### src/rtl/mem_access_unit_if.sv
// Bundle of the memory-stage request port and the word-oriented data bus seen
// by mem_access_unit. The 'slave' modport is the unit's view; 'master' is the
// view of whoever drives requests and models the bus.
interface mem_access_unit_if;
    // Pipeline request / completion
    logic        req_valid;
    logic        req_ready;
    logic        req_write;
    logic [2:0]  req_size;
    logic [31:0] req_addr;
    logic [31:0] req_wdata;
    logic        done;
    logic [31:0] rdata;
    logic        misaligned_fault;

    // Data bus
    logic        bus_valid;
    logic        bus_ready;
    logic        bus_we;
    logic [31:0] bus_addr;
    logic [3:0]  bus_wstrb;
    logic [31:0] bus_wdata;
    logic        bus_rvalid;
    logic [31:0] bus_rdata;

    modport slave (
        input  req_valid, req_write, req_size, req_addr, req_wdata,
        input  bus_ready, bus_rvalid, bus_rdata,
        output req_ready, done, rdata, misaligned_fault,
        output bus_valid, bus_we, bus_addr, bus_wstrb, bus_wdata
    );

    modport master (
        output req_valid, req_write, req_size, req_addr, req_wdata,
        output bus_ready, bus_rvalid, bus_rdata,
        input  req_ready, done, rdata, misaligned_fault,
        input  bus_valid, bus_we, bus_addr, bus_wstrb, bus_wdata
    );
endinterface

### src/rtl/mem_access_unit.sv
// Memory-stage load/store sequencer. Accepts one load or store at a time,
// turns it into one or two word-aligned bus beats (two when the access spans
// a word boundary), and returns loads assembled and sign/zero-extended
// according to the datapath's truncation size code.
module mem_access_unit #(
    parameter bit MISALIGNED_EN = 1'b1
) (
    input  logic             clk,
    input  logic             reset_n,
    mem_access_unit_if.slave mau
);

    // Truncation size codes; 2, 5, 6 and 7 all mean a full word.
    localparam logic [2:0] SZ_BYTE   = 3'd0;
    localparam logic [2:0] SZ_HALF   = 3'd1;
    localparam logic [2:0] SZ_BYTE_U = 3'd3;
    localparam logic [2:0] SZ_HALF_U = 3'd4;

    typedef enum logic [2:0] {
        ST_IDLE,
        ST_REQ0,
        ST_RSP0,
        ST_REQ1,
        ST_RSP1,
        ST_FAULT
    } state_t;

    state_t      r_state;
    state_t      w_state_next;
    logic        w_done_set;

    // Latched request
    logic        r_write;
    logic [2:0]  r_size;
    logic [1:0]  r_off;
    logic        r_cross;

    // Registered bus fields plus the precomputed second-beat payload
    logic        r_bus_we;
    logic [31:0] r_bus_addr;
    logic [3:0]  r_bus_wstrb;
    logic [31:0] r_bus_wdata;
    logic [3:0]  r_strb_hi;
    logic [31:0] r_wdata_hi;

    // Load assembly and results
    logic [31:0] r_asm;
    logic [31:0] r_rdata;
    logic        r_done;
    logic        r_fault;

    // Decode of the incoming request
    logic [2:0]  w_req_n;
    logic [3:0]  w_req_mask;
    logic [1:0]  w_req_off;
    logic        w_req_cross;
    logic [7:0]  w_req_strb8;
    logic [63:0] w_req_wdata64;

    // Control / datapath helpers
    logic        w_accept;
    logic        w_req_ready;
    logic        w_bus_valid;
    logic        w_enter_req1;
    logic        w_load_done;
    logic [4:0]  w_hi_shamt;
    logic [31:0] w_rsp0_data;
    logic [31:0] w_rsp1_data;
    logic [31:0] w_load_word;

    // Load extension from the assembled little-endian word.
    function automatic logic [31:0] f_extend(input logic [31:0] word,
                                             input logic [2:0]  size);
        logic [31:0] result;
        case (size)
            SZ_BYTE:   result = {{24{word[7]}}, word[7:0]};
            SZ_BYTE_U: result = {24'h0, word[7:0]};
            SZ_HALF:   result = {{16{word[15]}}, word[15:0]};
            SZ_HALF_U: result = {16'h0, word[15:0]};
            default:   result = word;
        endcase
        return result;
    endfunction

    // Byte count and lane mask of the incoming request.
    always_comb begin
        case (mau.req_size)
            SZ_BYTE, SZ_BYTE_U: begin
                w_req_n    = 3'd1;
                w_req_mask = 4'b0001;
            end
            SZ_HALF, SZ_HALF_U: begin
                w_req_n    = 3'd2;
                w_req_mask = 4'b0011;
            end
            default: begin
                w_req_n    = 3'd4;
                w_req_mask = 4'b1111;
            end
        endcase
    end

    // Offset within the word decides crossing; shifting into a double-width
    // field yields beat 0 in the low half and beat 1 in the high half.
    assign w_req_off     = mau.req_addr[1:0];
    assign w_req_cross   = ({1'b0, w_req_off} + w_req_n) > 3'd4;
    assign w_req_strb8   = {4'b0000, w_req_mask} << w_req_off;
    assign w_req_wdata64 = {32'h0, mau.req_wdata} << {w_req_off, 3'b000};

    assign w_accept = mau.req_valid && w_req_ready;

    // State register.
    // NOTE: clocked state uses non-blocking assignments so every flop samples
    // pre-edge values regardless of process ordering.
    always_ff @(posedge clk or negedge reset_n) begin
        if (!reset_n) r_state <= ST_IDLE;
        else          r_state <= w_state_next;
    end

    // Next-state logic and completion decision.
    always_comb begin
        // NOTE: every combinationally assigned signal gets a default first so
        // no path through the case leaves it unassigned (no latch).
        w_state_next = r_state;
        w_done_set   = 1'b0;
        case (r_state)
            ST_IDLE: begin
                if (mau.req_valid) begin
                    if (w_req_cross && !MISALIGNED_EN) w_state_next = ST_FAULT;
                    else                               w_state_next = ST_REQ0;
                end
            end
            ST_REQ0: begin
                if (mau.bus_ready) begin
                    if (!r_write)     w_state_next = ST_RSP0;
                    else if (r_cross) w_state_next = ST_REQ1;
                    else begin
                        w_state_next = ST_IDLE;
                        w_done_set   = 1'b1;
                    end
                end
            end
            ST_RSP0: begin
                if (mau.bus_rvalid) begin
                    if (r_cross) w_state_next = ST_REQ1;
                    else begin
                        w_state_next = ST_IDLE;
                        w_done_set   = 1'b1;
                    end
                end
            end
            ST_REQ1: begin
                if (mau.bus_ready) begin
                    if (r_write) begin
                        w_state_next = ST_IDLE;
                        w_done_set   = 1'b1;
                    end else begin
                        w_state_next = ST_RSP1;
                    end
                end
            end
            ST_RSP1: begin
                if (mau.bus_rvalid) begin
                    w_state_next = ST_IDLE;
                    w_done_set   = 1'b1;
                end
            end
            ST_FAULT: begin
                w_state_next = ST_IDLE;
                w_done_set   = 1'b1;
            end
            default: w_state_next = ST_IDLE;
        endcase
    end

    // State-decoded outputs; bus_valid follows the state register directly so
    // an asynchronous reset withdraws it immediately.
    always_comb begin
        w_req_ready = (r_state == ST_IDLE);
        w_bus_valid = (r_state == ST_REQ0) || (r_state == ST_REQ1);
    end

    assign w_enter_req1 = (w_state_next == ST_REQ1) && (r_state != ST_REQ1);

    // Latch the request attributes at acceptance.
    always_ff @(posedge clk or negedge reset_n) begin
        if (!reset_n) begin
            r_write <= 1'b0;
            r_size  <= 3'd0;
            r_off   <= 2'd0;
            r_cross <= 1'b0;
        end else if (w_accept) begin
            r_write <= mau.req_write;
            r_size  <= mau.req_size;
            r_off   <= w_req_off;
            r_cross <= w_req_cross;
        end
    end

    // Bus beat fields: beat 0 loaded at acceptance, beat 1 swapped in on the
    // way into REQ1; held untouched while a beat waits for bus_ready.
    always_ff @(posedge clk or negedge reset_n) begin
        if (!reset_n) begin
            r_bus_we    <= 1'b0;
            r_bus_addr  <= 32'h0;
            r_bus_wstrb <= 4'h0;
            r_bus_wdata <= 32'h0;
            r_strb_hi   <= 4'h0;
            r_wdata_hi  <= 32'h0;
        end else if (w_accept) begin
            r_bus_we    <= mau.req_write;
            r_bus_addr  <= {mau.req_addr[31:2], 2'b00};
            r_bus_wstrb <= mau.req_write ? w_req_strb8[3:0] : 4'h0;
            r_bus_wdata <= w_req_wdata64[31:0];
            r_strb_hi   <= mau.req_write ? w_req_strb8[7:4] : 4'h0;
            r_wdata_hi  <= w_req_wdata64[63:32];
        end else if (w_enter_req1) begin
            r_bus_addr  <= r_bus_addr + 32'd4;
            r_bus_wstrb <= r_strb_hi;
            r_bus_wdata <= r_wdata_hi;
        end
    end

    // Beat 0 supplies the low result bytes; beat 1 fills bytes 4-o and up,
    // which are still zero in the assembly register after the right shift.
    assign w_rsp0_data = mau.bus_rdata >> {r_off, 3'b000};
    assign w_hi_shamt  = 5'd0 - {r_off, 3'b000};
    assign w_rsp1_data = r_asm | (mau.bus_rdata << w_hi_shamt);
    assign w_load_word = (r_state == ST_RSP1) ? w_rsp1_data : w_rsp0_data;
    assign w_load_done = mau.bus_rvalid &&
                         ((r_state == ST_RSP1) || ((r_state == ST_RSP0) && !r_cross));

    // Load assembly and extended result; rdata holds between loads.
    always_ff @(posedge clk or negedge reset_n) begin
        if (!reset_n) begin
            r_asm   <= 32'h0;
            r_rdata <= 32'h0;
        end else begin
            if ((r_state == ST_RSP0) && mau.bus_rvalid) r_asm <= w_rsp0_data;
            if (w_load_done) r_rdata <= f_extend(w_load_word, r_size);
        end
    end

    // Registered completion and fault pulses, high in the first IDLE cycle.
    always_ff @(posedge clk or negedge reset_n) begin
        if (!reset_n) begin
            r_done  <= 1'b0;
            r_fault <= 1'b0;
        end else begin
            r_done  <= w_done_set;
            r_fault <= (r_state == ST_FAULT);
        end
    end

    assign mau.req_ready        = w_req_ready;
    assign mau.bus_valid        = w_bus_valid;
    assign mau.bus_we           = r_bus_we;
    assign mau.bus_addr         = r_bus_addr;
    assign mau.bus_wstrb        = r_bus_wstrb;
    assign mau.bus_wdata        = r_bus_wdata;
    assign mau.done             = r_done;
    assign mau.misaligned_fault = r_fault;
    assign mau.rdata            = r_rdata;

endmodule

### src/flat_wrapper.sv
// flat-port wrapper written by rule: the top's interface ports become plain ports
module mem_access_unit_flat 
#(
    parameter bit MISALIGNED_EN = 1'b1
)
  (clk, reset_n, mau_req_valid, mau_req_write, mau_req_size, mau_req_addr, mau_req_wdata, mau_bus_ready, mau_bus_rvalid, mau_bus_rdata, mau_req_ready, mau_done, mau_rdata, mau_misaligned_fault, mau_bus_valid, mau_bus_we, mau_bus_addr, mau_bus_wstrb, mau_bus_wdata);
  mem_access_unit_if mau_i ();
  input  logic clk;
  input  logic reset_n;
  input wire logic [$bits(mau_i.req_valid)-1:0] mau_req_valid;
  input wire logic [$bits(mau_i.req_write)-1:0] mau_req_write;
  input wire logic [$bits(mau_i.req_size)-1:0] mau_req_size;
  input wire logic [$bits(mau_i.req_addr)-1:0] mau_req_addr;
  input wire logic [$bits(mau_i.req_wdata)-1:0] mau_req_wdata;
  input wire logic [$bits(mau_i.bus_ready)-1:0] mau_bus_ready;
  input wire logic [$bits(mau_i.bus_rvalid)-1:0] mau_bus_rvalid;
  input wire logic [$bits(mau_i.bus_rdata)-1:0] mau_bus_rdata;
  output wire logic [$bits(mau_i.req_ready)-1:0] mau_req_ready;
  output wire logic [$bits(mau_i.done)-1:0] mau_done;
  output wire logic [$bits(mau_i.rdata)-1:0] mau_rdata;
  output wire logic [$bits(mau_i.misaligned_fault)-1:0] mau_misaligned_fault;
  output wire logic [$bits(mau_i.bus_valid)-1:0] mau_bus_valid;
  output wire logic [$bits(mau_i.bus_we)-1:0] mau_bus_we;
  output wire logic [$bits(mau_i.bus_addr)-1:0] mau_bus_addr;
  output wire logic [$bits(mau_i.bus_wstrb)-1:0] mau_bus_wstrb;
  output wire logic [$bits(mau_i.bus_wdata)-1:0] mau_bus_wdata;
  assign mau_i.req_valid = mau_req_valid;
  assign mau_i.req_write = mau_req_write;
  assign mau_i.req_size = mau_req_size;
  assign mau_i.req_addr = mau_req_addr;
  assign mau_i.req_wdata = mau_req_wdata;
  assign mau_i.bus_ready = mau_bus_ready;
  assign mau_i.bus_rvalid = mau_bus_rvalid;
  assign mau_i.bus_rdata = mau_bus_rdata;
  assign mau_req_ready = mau_i.req_ready;
  assign mau_done = mau_i.done;
  assign mau_rdata = mau_i.rdata;
  assign mau_misaligned_fault = mau_i.misaligned_fault;
  assign mau_bus_valid = mau_i.bus_valid;
  assign mau_bus_we = mau_i.bus_we;
  assign mau_bus_addr = mau_i.bus_addr;
  assign mau_bus_wstrb = mau_i.bus_wstrb;
  assign mau_bus_wdata = mau_i.bus_wdata;
  mem_access_unit #(.MISALIGNED_EN(MISALIGNED_EN)) u_core (.clk(clk), .reset_n(reset_n), .mau(mau_i));
endmodule
### config.mk
export PLATFORM = sky130hd
export DESIGN_NAME = mem_access_unit_flat
export DESIGN_NICKNAME = d
export VERILOG_FILES = /design/src/rtl/mem_access_unit_if.sv /design/src/rtl/mem_access_unit.sv /design/src/flat_wrapper.sv
export SDC_FILE = /design/constraint.sdc
export NUM_CORES = 1
export LEC_CHECK = 0
export BUFFER_PORTS_ARGS = -buffer_cell sky130_fd_sc_hd__buf_2
export CORE_UTILIZATION = 30
export CTS_BUF_LIST = sky130_fd_sc_hd__clkbuf_4
export DETAILED_ROUTE_END_ITERATION = 8
export PLACE_DENSITY = 0.55
export SLEW_MARGIN = 20
export SYNTH_ARGS = -nofsm -noshare
export SYNTH_HDL_FRONTEND = slang
export SYNTH_SLANG_ARGS = --single-unit
### constraint.sdc
create_clock -name clk -period 2.67 [get_ports clk]
set_clock_uncertainty 0.05 [all_clocks]
set_input_delay 0 -clock clk [delete_from_list [all_inputs] [get_ports clk]]
set_output_delay 0 -clock clk [all_outputs]
set_load 0.01 [all_outputs]
After elaboration in Yosys (flattened, before gate mapping)
Index checks and enable logic that the tools add are counted.
- register bits: 180
- bits in latches: 0
- memory bits (writable): 0
- memories kept: 0
- ROM bits: 0
- word-level logic and storage cells: 79
- output and inout bits: 105
- bits of input ports: 105
- bitwise logic cells: 1
- $mul: 0
- magnitude comparators: 1
- multiplexer cells: 29
- equality and inequality tests: 13
- add/sub/neg operators: 3
- reduce and logical (&&, ||, !) cells: 14
- div/mod/pow operators: 0
- shift operators: 4
- operator list (cell ; number):
    $mux W32 ; 5
    $pmux W32 S4 ; 1
    $shl A32 B5 Y64 ; 1
    $add A32 B3 Y32 const B ; 1
    $or A32 B32 Y32 ; 1
    $shl A32 B5 Y32 ; 1
    $shr A32 B5 Y32 ; 1
    $mux W3 ; 7
    $mux W4 ; 4
    $eq A3 B2 Y1 const B ; 5
    $pmux W3 S5 ; 1
    $eq A3 B3 Y1 const B ; 4
    $eq A3 B1 Y1 const B ; 3
    $logic_not A3 Y1 ; 3
    $pmux W4 S2 ; 1
    $shl A4 B2 Y8 ; 1
    $mux W1 ; 7
    $pmux W3 S2 ; 1
    $logic_and A1 B1 Y1 ; 5
    $pmux W1 S5 ; 1
    $sub A1 B5 Y5 const A ; 1
    $reduce_or A2 Y1 ; 2
    $add A2 B3 Y3 ; 1
    $gt A3 B3 Y1 const B ; 1
    5 further kinds ; 6

Logic depth before layout (Yosys ltp)
Gate-level depths: netlist (run 1).
- depth in word-level cells: 8
- gate-level depth with buffers: 9

Worst setup path before layout (run 1)
No wires, ideal clock.
- path type: reg-to-reg
- start: reg u_core.r_state[1]
- end: reg u_core.r_rdata[29] (netlist: u_core.mau.rdata[29])
- data required time: 2479 ps
- setup slack: 485 ps
- setup time: 141 ps
- cell stages (with the launch flop): 10
- arrival time: 1994 ps
- path buffers: 3
- cell sequence: dfrtp_1 buf_2 or3b_1 buf_2 a211o_1 o21ai_1 nor4_4 a31oi_4 buf_4 a31oi_1
- word-level cells in the longest chain between the ends: 4
- elaborated cells on any way between the ends: 7
- classes of those cells: 2 x eq/ne; 2 x mux; 3 x reduce/logical
- RTL lines (what ; line ; text):
    start: declaration ; mem_access_unit.sv:28 ; state_t r_state;
    start signal: assignment ; mem_access_unit.sv:117 ; else r_state <= w_state_next;
    branches (longest 4 deep; another with $mux W32) ; - ;
    end signal: assignment ; mem_access_unit.sv:240 ; if (w_load_done) r_rdata <= f_extend(w_load_word, r_size);
    end: declaration ; mem_access_unit.sv:48 ; logic [31:0] r_rdata;
Parallel ways; which one is timed is not known.
A chain may end at the register's enable or synchronous reset.

Final worst setup path (run 1)
- start: reg u_core.r_state[1]
- end: reg u_core.r_rdata[0] (netlist: u_core.mau.rdata[0])
Same word-level chain as after synthesis.

==> results of run 1 <==
cells in the final DEF, fill, tap and decap left out, types with 30 or more instances in the layout:
cell type,Yosys,final
buf_2,10,206
mux2i_1,36,36
dfrtp_1,169,168
a31oi_1,40,40
nor2_1,89,88
nand2_1,181,180
mux2_2,30,30
o21ai_0,70,70
a21oi_1,97,97
dlygate4sd3_1,0,130
what timing repair did:
action,CTS,global route
resized for setup,0,3
hold endpoints to repair,328,0
setup endpoints to repair,0,6
hold buffers,130,0
sequential cells by signal (all words and copies together), names as in the netlist:
signal	cells
u_core.r_strb_hi	3
u_core.r_cross	1
u_core.r_size	3
u_core.r_wdata_hi	24
u_core.r_asm	32
u_core.r_state	3
u_core.mau.rdata	32
u_core.mau.bus_wdata	32
u_core.r_off	2
u_core.mau.misaligned_fault	1
u_core.mau.bus_wstrb	4
u_core.mau.bus_addr	30
u_core.mau.done	1
u_core.r_write	1
worst paths after layout:
path | slack [ns] | from | endpoint | cells past startpoint
hold / removal | 0.06 | mau_req_addr[12] | u_core.mau.bus_addr[12] | 4
min in group asynchronous | 0.46 | reset_n | u_core.mau.rdata[30] | 3
max in group asynchronous | 1.34 | reset_n | u_core.mau.misaligned_fault | 4
setup / recovery | 0.15 | u_core.r_state[1] | u_core.mau.rdata[0] | 6
hold reg to reg | 0.45 | u_core.r_wdata_hi[19] | u_core.r_wdata_hi[19] | 2
setup reg to reg | 0.15 | u_core.r_state[1] | u_core.mau.rdata[0] | 6
metal layers:
metal	up-vias	wire length (um)	track usage (%)	share of wire [%]
met5	-	0	0	0
met4	0	557	5.95	1.8
met3	37	1860	3.79	6.1
li1	4343	-	-	-
met1	4335	13400	24.6	44
met2	289	14500	32.3	48
critical path: stages (launching register included):
cell and delay (ns):
dfrtp_1 0.52, or3b_1 0.45, buf_6 0.25, a211oi_1 0.26, a21oi_1 0.05, dlygate4sd3_1 0.56
mux2_2 0.26
cell families after synthesis:
family	after synthesis
AOI/OAI and AO/OA	301
DFF	169
muxes	66
and+or+nand+nor	385
xor gates and xnor gates	29
buffers and inverters	95
adders and majority gates	4
other	1
power groups by stage:
stage / clock network [uW] / logic [uW] / registers (uW)
2_1_floorplan: 0 / 3310 / 4810
3_3_place_gp: 0 / 5620 / 4660
3_5_place_dp: 0 / 5710 / 4670
4_1_cts: 1620 / 6010 / 4630
5_1_grt: 1730 / 6630 / 4800
6_report: 1560 / 5960 / 4640
metrics by stage:
step | cell area [um^2] | power [uW] | util, % | hold slack [ns]
6_report | 12400 | 12200 | 41.4 | 0.0649
5_1_grt | 12400 | 13200 | 41.4 | 0.0165
4_1_cts | 12400 | 12300 | 41.4 | 0.00196
3_5_place_dp | 10800 | 10400 | 36.1 | 0.0271
3_3_place_gp | 10800 | 10300 | 36.1 | 0.0246
2_1_floorplan | 9240 | 8120 | - | -0.346
final cells by class:
class                      count  area share (%)
clock buffer                  19            1.15
tap                          390            3.93
timing repair buffer         371            21.9
inverter                       9           0.272
antenna                        2          0.0403
clock inverter                13            1.08
multi-input combinational    787            37.5
sequential                   169            34.1
==> impl_metrics.env, run 1 <==
export IMPL_seq_area_frac_synth_pct=45.8
export IMPL_yosys_top_cells_area="dfrtp_1 (46%), nand2_1 (7.4%), a21oi_1 (5.3%)"
export IMPL_routed_wl_mm=30.3
export IMPL_p_sw_share_pct=43.9
export IMPL_grt_max_degree=86
export IMPL_wl_per_cell_um=17.2
export IMPL_syn_cell_area_mm2=0.00923
export IMPL_ys_warnings_count=0
export IMPL_drv_cap=0
export IMPL_cp_end_kind="register"
export IMPL_antenna_found_initial=2
export IMPL_syn_area_per_cell_um2=8.79
export IMPL_gp_congestion=0.841
export IMPL_grt_util_all_layers_pct=19.2
export IMPL_nets=1463
export IMPL_synth_top_area_share_pct=45.8
export IMPL_htree_levels=4
export IMPL_firstDrtPassIters=5
export IMPL_die_h_um=177
export IMPL_fin_setup_tns_ns=0
export IMPL_slew_viol_final=0
export IMPL_drtIter0Drc=618
export IMPL_critPathLaunchType="register"
export IMPL_drive_gt1_share_pct=23.1
export IMPL_start_util_pct=30.8
export IMPL_numPortBuffers=207
export IMPL_synth_edf_count=0
export IMPL_leakage_uw=0.00558
export IMPL_seqPwrFrac_pct=38.2
export IMPL_hold_violations=0
export IMPL_ff_latch_area_mm2=0.00423
export IMPL_arrival_ns=2.98
export IMPL_yosys_top_cells_count="nand2_1 (181), dfrtp_1 (169), a21oi_1 (97)"
export IMPL_grt_ovfl_total=0
export IMPL_grt_pass1_wl_mm=47.1
export IMPL_cts_inserted_buffers=17
export IMPL_yosysTopAreaCell="dfrtp_1"
export IMPL_clkPwrFrac_pct=12.8
export IMPL_netlist_instances=1050
export IMPL_slew_limit_headroom_pct=35.9
export IMPL_crit_required_ns=3.13
export IMPL_routed_via_density=5.12
export IMPL_hp_class="input port to register"
export IMPL_status="finished clean"
export IMPL_placed_cells=1596
export IMPL_final_cells=1760
export IMPL_grt_pass1_vias=8761
export IMPL_clock_fmax_mhz=397
export IMPL_multiInputGateArea_mm2=0.00466
export IMPL_switchingPower_uw=5340
export IMPL_ant_nets=0
export IMPL_finalSetupViolCount=0
export IMPL_synthArstFlopShare_pct=100
export IMPL_dieArea_mm2=0.0315
export IMPL_critical_path_class="register to register"
export IMPL_ys_ff_latch=169
export IMPL_drc_errors=0
export IMPL_synth_simple_gate_area_share_pct=19.1
export IMPL_synth_xor_area_share_pct=2.75
export IMPL_fillCellCount=3046
export IMPL_clk_latency_ns=0.62
export IMPL_cts_sinks=169
export IMPL_tightest_slew_ns=0.958
export IMPL_synthMostInstantiatedCell="nand2_1"
export IMPL_cts_tree="yes"
export IMPL_core_area_mm2=0.0300
export IMPL_root_buffer="clkbuf_4"
export IMPL_yosysUniqueCellTypes=57
export IMPL_synthToLayoutAreaGrowth_pct=34.4
export IMPL_p_per_area_mw_per_mm2=980
export IMPL_post_cts_setup_buffer_count=0
export IMPL_pwr_share_comb_pct=49.0
export IMPL_pre_cts_ws_ns=0.291
export IMPL_synthAdderAreaFrac_pct=0.596
export IMPL_dp_hpwl_mm=20.3
export IMPL_die_w_um=177
export IMPL_finalCritPeriodShare_pct=94.2
export IMPL_io_pins=210
export IMPL_cts_buffer_depth=2
export IMPL_synth_top_family_by_area="compound AO/OA/AOI/OAI gates"
export IMPL_fin_ws_ns=0.154
export IMPL_muxShareOfSynthArea_pct=7.56
export IMPL_synth_compound_area_share_pct=20.0
export IMPL_cp_max_fo=54
export IMPL_internal_power_uw=6830
export IMPL_grt_setup_unrepaired="false"
export IMPL_via_count=9004
export IMPL_vdd_ir_drop_max_mv=0.380
export IMPL_cts_reportedPaths_clkPinSlew_ns=0.18
export IMPL_rows=63
export IMPL_synthFlopType="dfrtp_1"
export IMPL_fin_crit_ns=2.52
(Power assumes the default switching activity.)
==> inputs of run 2 (changes only) <==
- RECOVER_POWER: not set -> 25
==> impl_metrics.env, run 2 (synthesis gave the netlist of run 1 again) <==
export IMPL_status="finished with violations"
export IMPL_violations="max-capacitance violations, max-slew violations"
export IMPL_antenna_found_initial=2
export IMPL_fin_hold_ws_ns=0.0638
export IMPL_start_util_pct=30.8
export IMPL_die_w_um=177
export IMPL_cp_slowest_cell="dlygate4sd3_1"
export IMPL_firstDrtPassIters=7
export IMPL_tightest_slew_ns=1.94
export IMPL_r2r_worst_path_cells=6
export IMPL_fin_crit_ns=2.51
export IMPL_ff_latch_area_mm2=0.00423
export IMPL_grt_pass1_vias=8761
export IMPL_final_cell_mix="nand2_1 (180), dfrtp_1 (168), buf_2 (166), dlygate4sd3_1 (130), a21oi_1 (97)"
export IMPL_rr_startpoint="u_core.r_state[1]"
export IMPL_design_power_total_uw=12100
export IMPL_finalSetupViolCount=0
export IMPL_dp_hpwl_mm=20.3
export IMPL_clock_fmax_mhz=398
export IMPL_vdd_ir_drop_max_mv=0.380
export IMPL_critical_path_class="register to register"
export IMPL_routed_via_density=5.10
export IMPL_hold_violations=0
export IMPL_core_area_mm2=0.0300
export IMPL_pwr_share_comb_pct=48.6
export IMPL_clkPwrFrac_pct=12.9
export IMPL_worstPathCellList="or3b_1, buf_6, a211oi_1, a21oi_1, dlygate4sd3_1, mux2_2"
export IMPL_finalCritPeriodShare_pct=94.0
export IMPL_grt_max_degree=86
export IMPL_nets=1463
export IMPL_ff2ff_setup_slack_ns=0.16
export IMPL_cp_end_kind="register"
export IMPL_fin_setup_tns_ns=0
export IMPL_critPathLaunchType="register"
export IMPL_leakage_uw=0.00546
export IMPL_grt_setup_unrepaired="false"
export IMPL_slew_viol_final=70
export IMPL_whs_path_depth=4
export IMPL_root_buffer="clkbuf_4"
export IMPL_layout_commonest_cell="nand2_1"
export IMPL_placed_cells=1596
export IMPL_via_count=8971
export IMPL_wl_per_cell_um=17.2
export IMPL_critPathTopFamily="buffers and inverters"
export IMPL_numPortBuffers=207
export IMPL_htree_levels=4
export IMPL_drv_cap=1
export IMPL_crit_required_ns=3.13
export IMPL_cp_max_fo=54
export IMPL_gp_congestion=0.841
export IMPL_hp_class="input port to register"
export IMPL_arrival_ns=2.97
export IMPL_p_sw_share_pct=44.2
export IMPL_grt_pass1_wl_mm=47.1
export IMPL_cts_reportedPaths_clkPinSlew_ns=0.18
export IMPL_grt_ovfl_total=0
export IMPL_io_pins=210
export IMPL_cts_inserted_buffers=17
export IMPL_final_cells=1760
export IMPL_internal_power_uw=6750
export IMPL_die_h_um=177
export IMPL_hold_path_end="u_core.mau.bus_addr[12]"
export IMPL_switchingPower_uw=5340
export IMPL_rows=63
export IMPL_holdCritStartpoint="mau_req_addr[12]"
export IMPL_drc_errors=0
export IMPL_crit_buf_inv=2
export IMPL_final_core_util_pct=41.2
export IMPL_cts_buffer_depth=2
export IMPL_cts_tree="yes"
export IMPL_ant_nets=0
export IMPL_routed_wl_mm=30.2
export IMPL_drive_gt1_share_pct=20.2
export IMPL_seqPwrFrac_pct=38.5
export IMPL_r2r_end="u_core.mau.rdata[0]"
export IMPL_dieArea_mm2=0.0315
export IMPL_slowest_delay_ns=0.56
export IMPL_grt_util_all_layers_pct=19.2
export IMPL_synthToLayoutAreaGrowth_pct=33.8
export IMPL_p_per_area_mw_per_mm2=978
export IMPL_cts_sinks=169
export IMPL_clk_latency_ns=0.62
export IMPL_drtIter0Drc=680
export IMPL_fillCellCount=3063
export IMPL_slew_limit_headroom_pct=-29.2
export IMPL_multiInputGateArea_mm2=0.00466
## run 2: cell count changes in the layout (fill, tap and decap cells not counted), sizes merged
| cell | change |
|---|---|
| buf | -41 |
| clkbuf | +41 |
## run 2: worst max-delay path by stage
| stage | from | endpoint | slack [ns] | depth (start not counted) |
|---|---|---|---|---|
| 2_1_floorplan | u_core.r_state[1] | u_core.mau.rdata[29] | 0.48 | 9 |
| 3_5_place_dp | u_core.r_state[0] | u_core.mau.bus_addr[22] | 0.29 | 6 |
| 4_1_cts | u_core.r_state[0] | u_core.r_wdata_hi[16] | 0.03 | 7 |
| 5_1_grt | u_core.r_state[0] | u_core.r_wdata_hi[16] | 0.02 | 7 |
| 6_report | u_core.r_state[1] | u_core.mau.rdata[0] | 0.16 | 6 |
| 3_3_place_gp | u_core.r_state[0] | u_core.mau.bus_addr[23] | 0.32 | 6 |
## run 2: cell type report
| type | instances | share of cell area [%] |
|---|---|---|
| clock buffer | 19 | 1.15 |
| clock inverter | 13 | 1.08 |
| inverter | 9 | 0.273 |
| sequential | 169 | 34.2 |
| antenna | 2 | 0.0405 |
| timing repair buffer | 371 | 21.6 |
| multi-input combinational | 787 | 37.7 |
| tap | 390 | 3.95 |
## run 2: worst register-to-register path: cells and delay by family, from the launching register on
family	cells	cell delay [ns]
buf+inv	2	0.81
flops	1	0.52
simple gates	1	0.45
compound gates	2	0.33
mux	1	0.26
## run 2: through the flow
stage                     instance area [um^2]  worst slack, ns
after floorplan                           9240            0.485
after global placement                   10800            0.320
after detailed placement                 10800            0.291
after CTS                                12400           0.0333
after global routing                     12400           0.0250
final                                    12400            0.159
## run 2: metal layers
| layer | share of wire [%] | up-vias | global-route usage, % |
|---|---|---|---|
| li1 | - | 4349 | - |
| met1 | 45 | 4314 | 24.6 |
| met2 | 48 | 276 | 32.3 |
| met3 | 5.7 | 32 | 3.79 |
| met4 | 1.7 | 0 | 5.95 |
| met5 | 0 | - | 0 |
## run 2: timing repair
item,in CTS,in global routing
hold buffers,130,0
setup endpoints to repair,0,6
resized for setup,0,3
endpoints found under the hold margin,328,0
buffers inserted,0,0
## run 2: power groups by stage
stage	Sequential [uW]	Clock (uW)	Combinational, uW
floorplan	4810	0	3310
global placement	4660	0	5620
detailed placement	4670	0	5710
CTS	4630	1620	6010
global route	4810	1730	6550
finish	4650	1560	5870
==> inputs of run 3 (changes only) <==
- CORE_UTILIZATION: 30 -> 55
- PLACE_DENSITY: 0.55 -> 0.87
==> impl_metrics.env, run 3 (synthesis gave the netlist of run 1 again) <==
export IMPL_status="finished with violations"
export IMPL_violations="max-capacitance violations, max-slew violations"
export IMPL_numPortBuffers=207
export IMPL_cts_sinks=169
export IMPL_htree_levels=4
export IMPL_drv_cap=1
export IMPL_die_h_um=132
export IMPL_startpoint="u_core.r_state[0]"
export IMPL_arrival_ns=3.10
export IMPL_final_core_util_pct=73.5
export IMPL_cp_end_kind="register"
export IMPL_grt_pass1_vias=9838
export IMPL_critPathTopFamily="simple AND/OR/NAND/NOR gates"
export IMPL_fin_hold_ws_ns=0.0864
export IMPL_antenna_found_initial=2
export IMPL_r2r_worst_path_cells=6
export IMPL_layout_commonest_cell="buf_2"
export IMPL_io_pins=210
export IMPL_vdd_ir_drop_max_mv=0.602
export IMPL_core_area_mm2=0.0165
export IMPL_fin_crit_ns=2.60
export IMPL_ant_nets=0
export IMPL_critPathLaunchType="register"
export IMPL_dp_hpwl_mm=18.4
export IMPL_p_per_area_mw_per_mm2=1020
export IMPL_finalCritPeriodShare_pct=97.4
export IMPL_grt_util_all_layers_pct=36.5
export IMPL_firstDrtPassIters=7
export IMPL_rows=47
export IMPL_fin_setup_tns_ns=0
export IMPL_start_util_pct=56.1
export IMPL_leakage_uw=0.00555
export IMPL_cts_tree="yes"
export IMPL_dieArea_mm2=0.0173
export IMPL_ff2ff_setup_slack_ns=0.07
export IMPL_nets=1464
export IMPL_finalSetupViolCount=0
export IMPL_hp_class="input port to register"
export IMPL_crit_required_ns=3.17
export IMPL_grt_ovfl_total=0
export IMPL_slew_viol_final=63
export IMPL_via_count=10000
export IMPL_routed_wl_mm=31.8
export IMPL_wl_per_cell_um=20.0
export IMPL_grt_setup_unrepaired="false"
export IMPL_gp_congestion=0.961
export IMPL_cts_buffer_depth=2
export IMPL_cts_reportedPaths_clkPinSlew_ns=0.17
export IMPL_fin_ws_ns=0.0694
export IMPL_fillCellCount=1104
export IMPL_cp_num_cells=6
export IMPL_rr_startpoint="u_core.r_state[0]"
export IMPL_post_cts_setup_buffer_count=0
export IMPL_crit_buf_inv=0
export IMPL_clock_fmax_mhz=385
export IMPL_cp_max_fo=13
export IMPL_root_buffer="clkbuf_4"
export IMPL_grt_pass1_wl_mm=49.6
export IMPL_synthToLayoutAreaGrowth_pct=31.1
export IMPL_critical_path_class="register to register"
export IMPL_hold_violations=0
export IMPL_pre_cts_ws_ns=0.227
export IMPL_routed_via_density=6.31
export IMPL_r2r_end="u_core.mau.bus_addr[26]"
export IMPL_final_cell_mix="buf_2 (206), nand2_1 (180), dfrtp_1 (167), dlygate4sd3_1 (134), a21oi_1 (97)"
export IMPL_drive_gt1_share_pct=22.8
export IMPL_design_power_total_uw=12300
export IMPL_drc_errors=0
export IMPL_slowest_delay_ns=0.60
export IMPL_worstPathCellList="nand2_1, or4_4, o31ai_4, nand4_2, or3_1, a31oi_1"
export IMPL_slew_limit_headroom_pct=-5.03
export IMPL_cp_slowest_cell="dfrtp_1"
export IMPL_grt_max_degree=65
export IMPL_tightest_slew_ns=1.58
export IMPL_clk_latency_ns=0.62
export IMPL_endpoint="u_core.mau.bus_addr[26]"
export IMPL_die_w_um=132
export IMPL_cts_inserted_buffers=17
export IMPL_drtIter0Drc=1145
==> run 3: cell count changes in the layout (fill, tap and decap cells not counted), moves of 2 or more <==
cell / before / now
buf_2: 166 / 206
buf_12: 9 / 3
clkbuf_2: 1 / 3
clkbuf_1: 40 / 1
clkbuf_4: 19 / 17
dlygate4sd3_1: 130 / 134
==> run 3: what timing repair did <==
action,in CTS,in global routing
resized for setup,0,3
hold buffers,135,0
setup endpoints to repair,0,1
hold endpoints to repair,326,0
==> run 3: worst min path at each step <==
stage	from	to	slack [ns]	depth (start not counted)
2_1_floorplan	reset_n	u_core.mau.bus_addr[10]	-0.35	0
3_3_place_gp	reset_n	u_core.mau.rdata[21]	-0.03	1
3_5_place_dp	reset_n	u_core.mau.rdata[21]	-0.03	1
4_1_cts	mau_req_addr[5]	u_core.mau.bus_addr[5]	0.04	4
5_1_grt	mau_req_addr[27]	u_core.mau.bus_addr[27]	0.08	4
6_report	mau_req_addr[7]	u_core.mau.bus_addr[7]	0.09	4
==> run 3: worst min-delay path: stages <==
cell and delay, ns:
dlygate4sd3_1 0.53, buf_2 0.11, nand2_1 0.04, o21ai_0 0.06
==> run 3: report_power, final <==
part           total (uW)  switching [uW]  leakage [uW]  internal [uW]
registers            4760            1030       0.00209           3730
clock network        1520            1040      0.000143            481
logic                6040            3550       0.00332           2490
total               12300            5620       0.00555           6710
==> run 3: layout make-up <==
| cell class | instances | area [um^2] | area share, % |
|---|---|---|---|
| timing repair buffer | 371 | 2640 | 21.8 |
| sequential | 169 | 4230 | 34.9 |
| multi-input combinational | 788 | 4660 | 38.5 |
| clock buffer | 17 | 128 | 1.05 |
| antenna | 1 | 2.50 | 0.0207 |
| inverter | 9 | 33.8 | 0.279 |
| clock inverter | 14 | 139 | 1.15 |
| tap | 220 | 275 | 2.27 |
==> run 3: routing by layer <==
metal | wire, um | GRT usage [%]
met1 | 11300 | 43.7
met2 | 15600 | 61.4
met3 | 3320 | 7.68
met4 | 1620 | 19.6
met5 | 0 | 0
==> run 3: through the flow <==
stage | instance area [um^2] | cells
2_1_floorplan | 9240 | 1051
3_3_place_gp | 10500 | 1421
3_5_place_dp | 10500 | 1421
4_1_cts | 12200 | 1587
5_1_grt | 12100 | 1589
6_report | 12100 | 1589
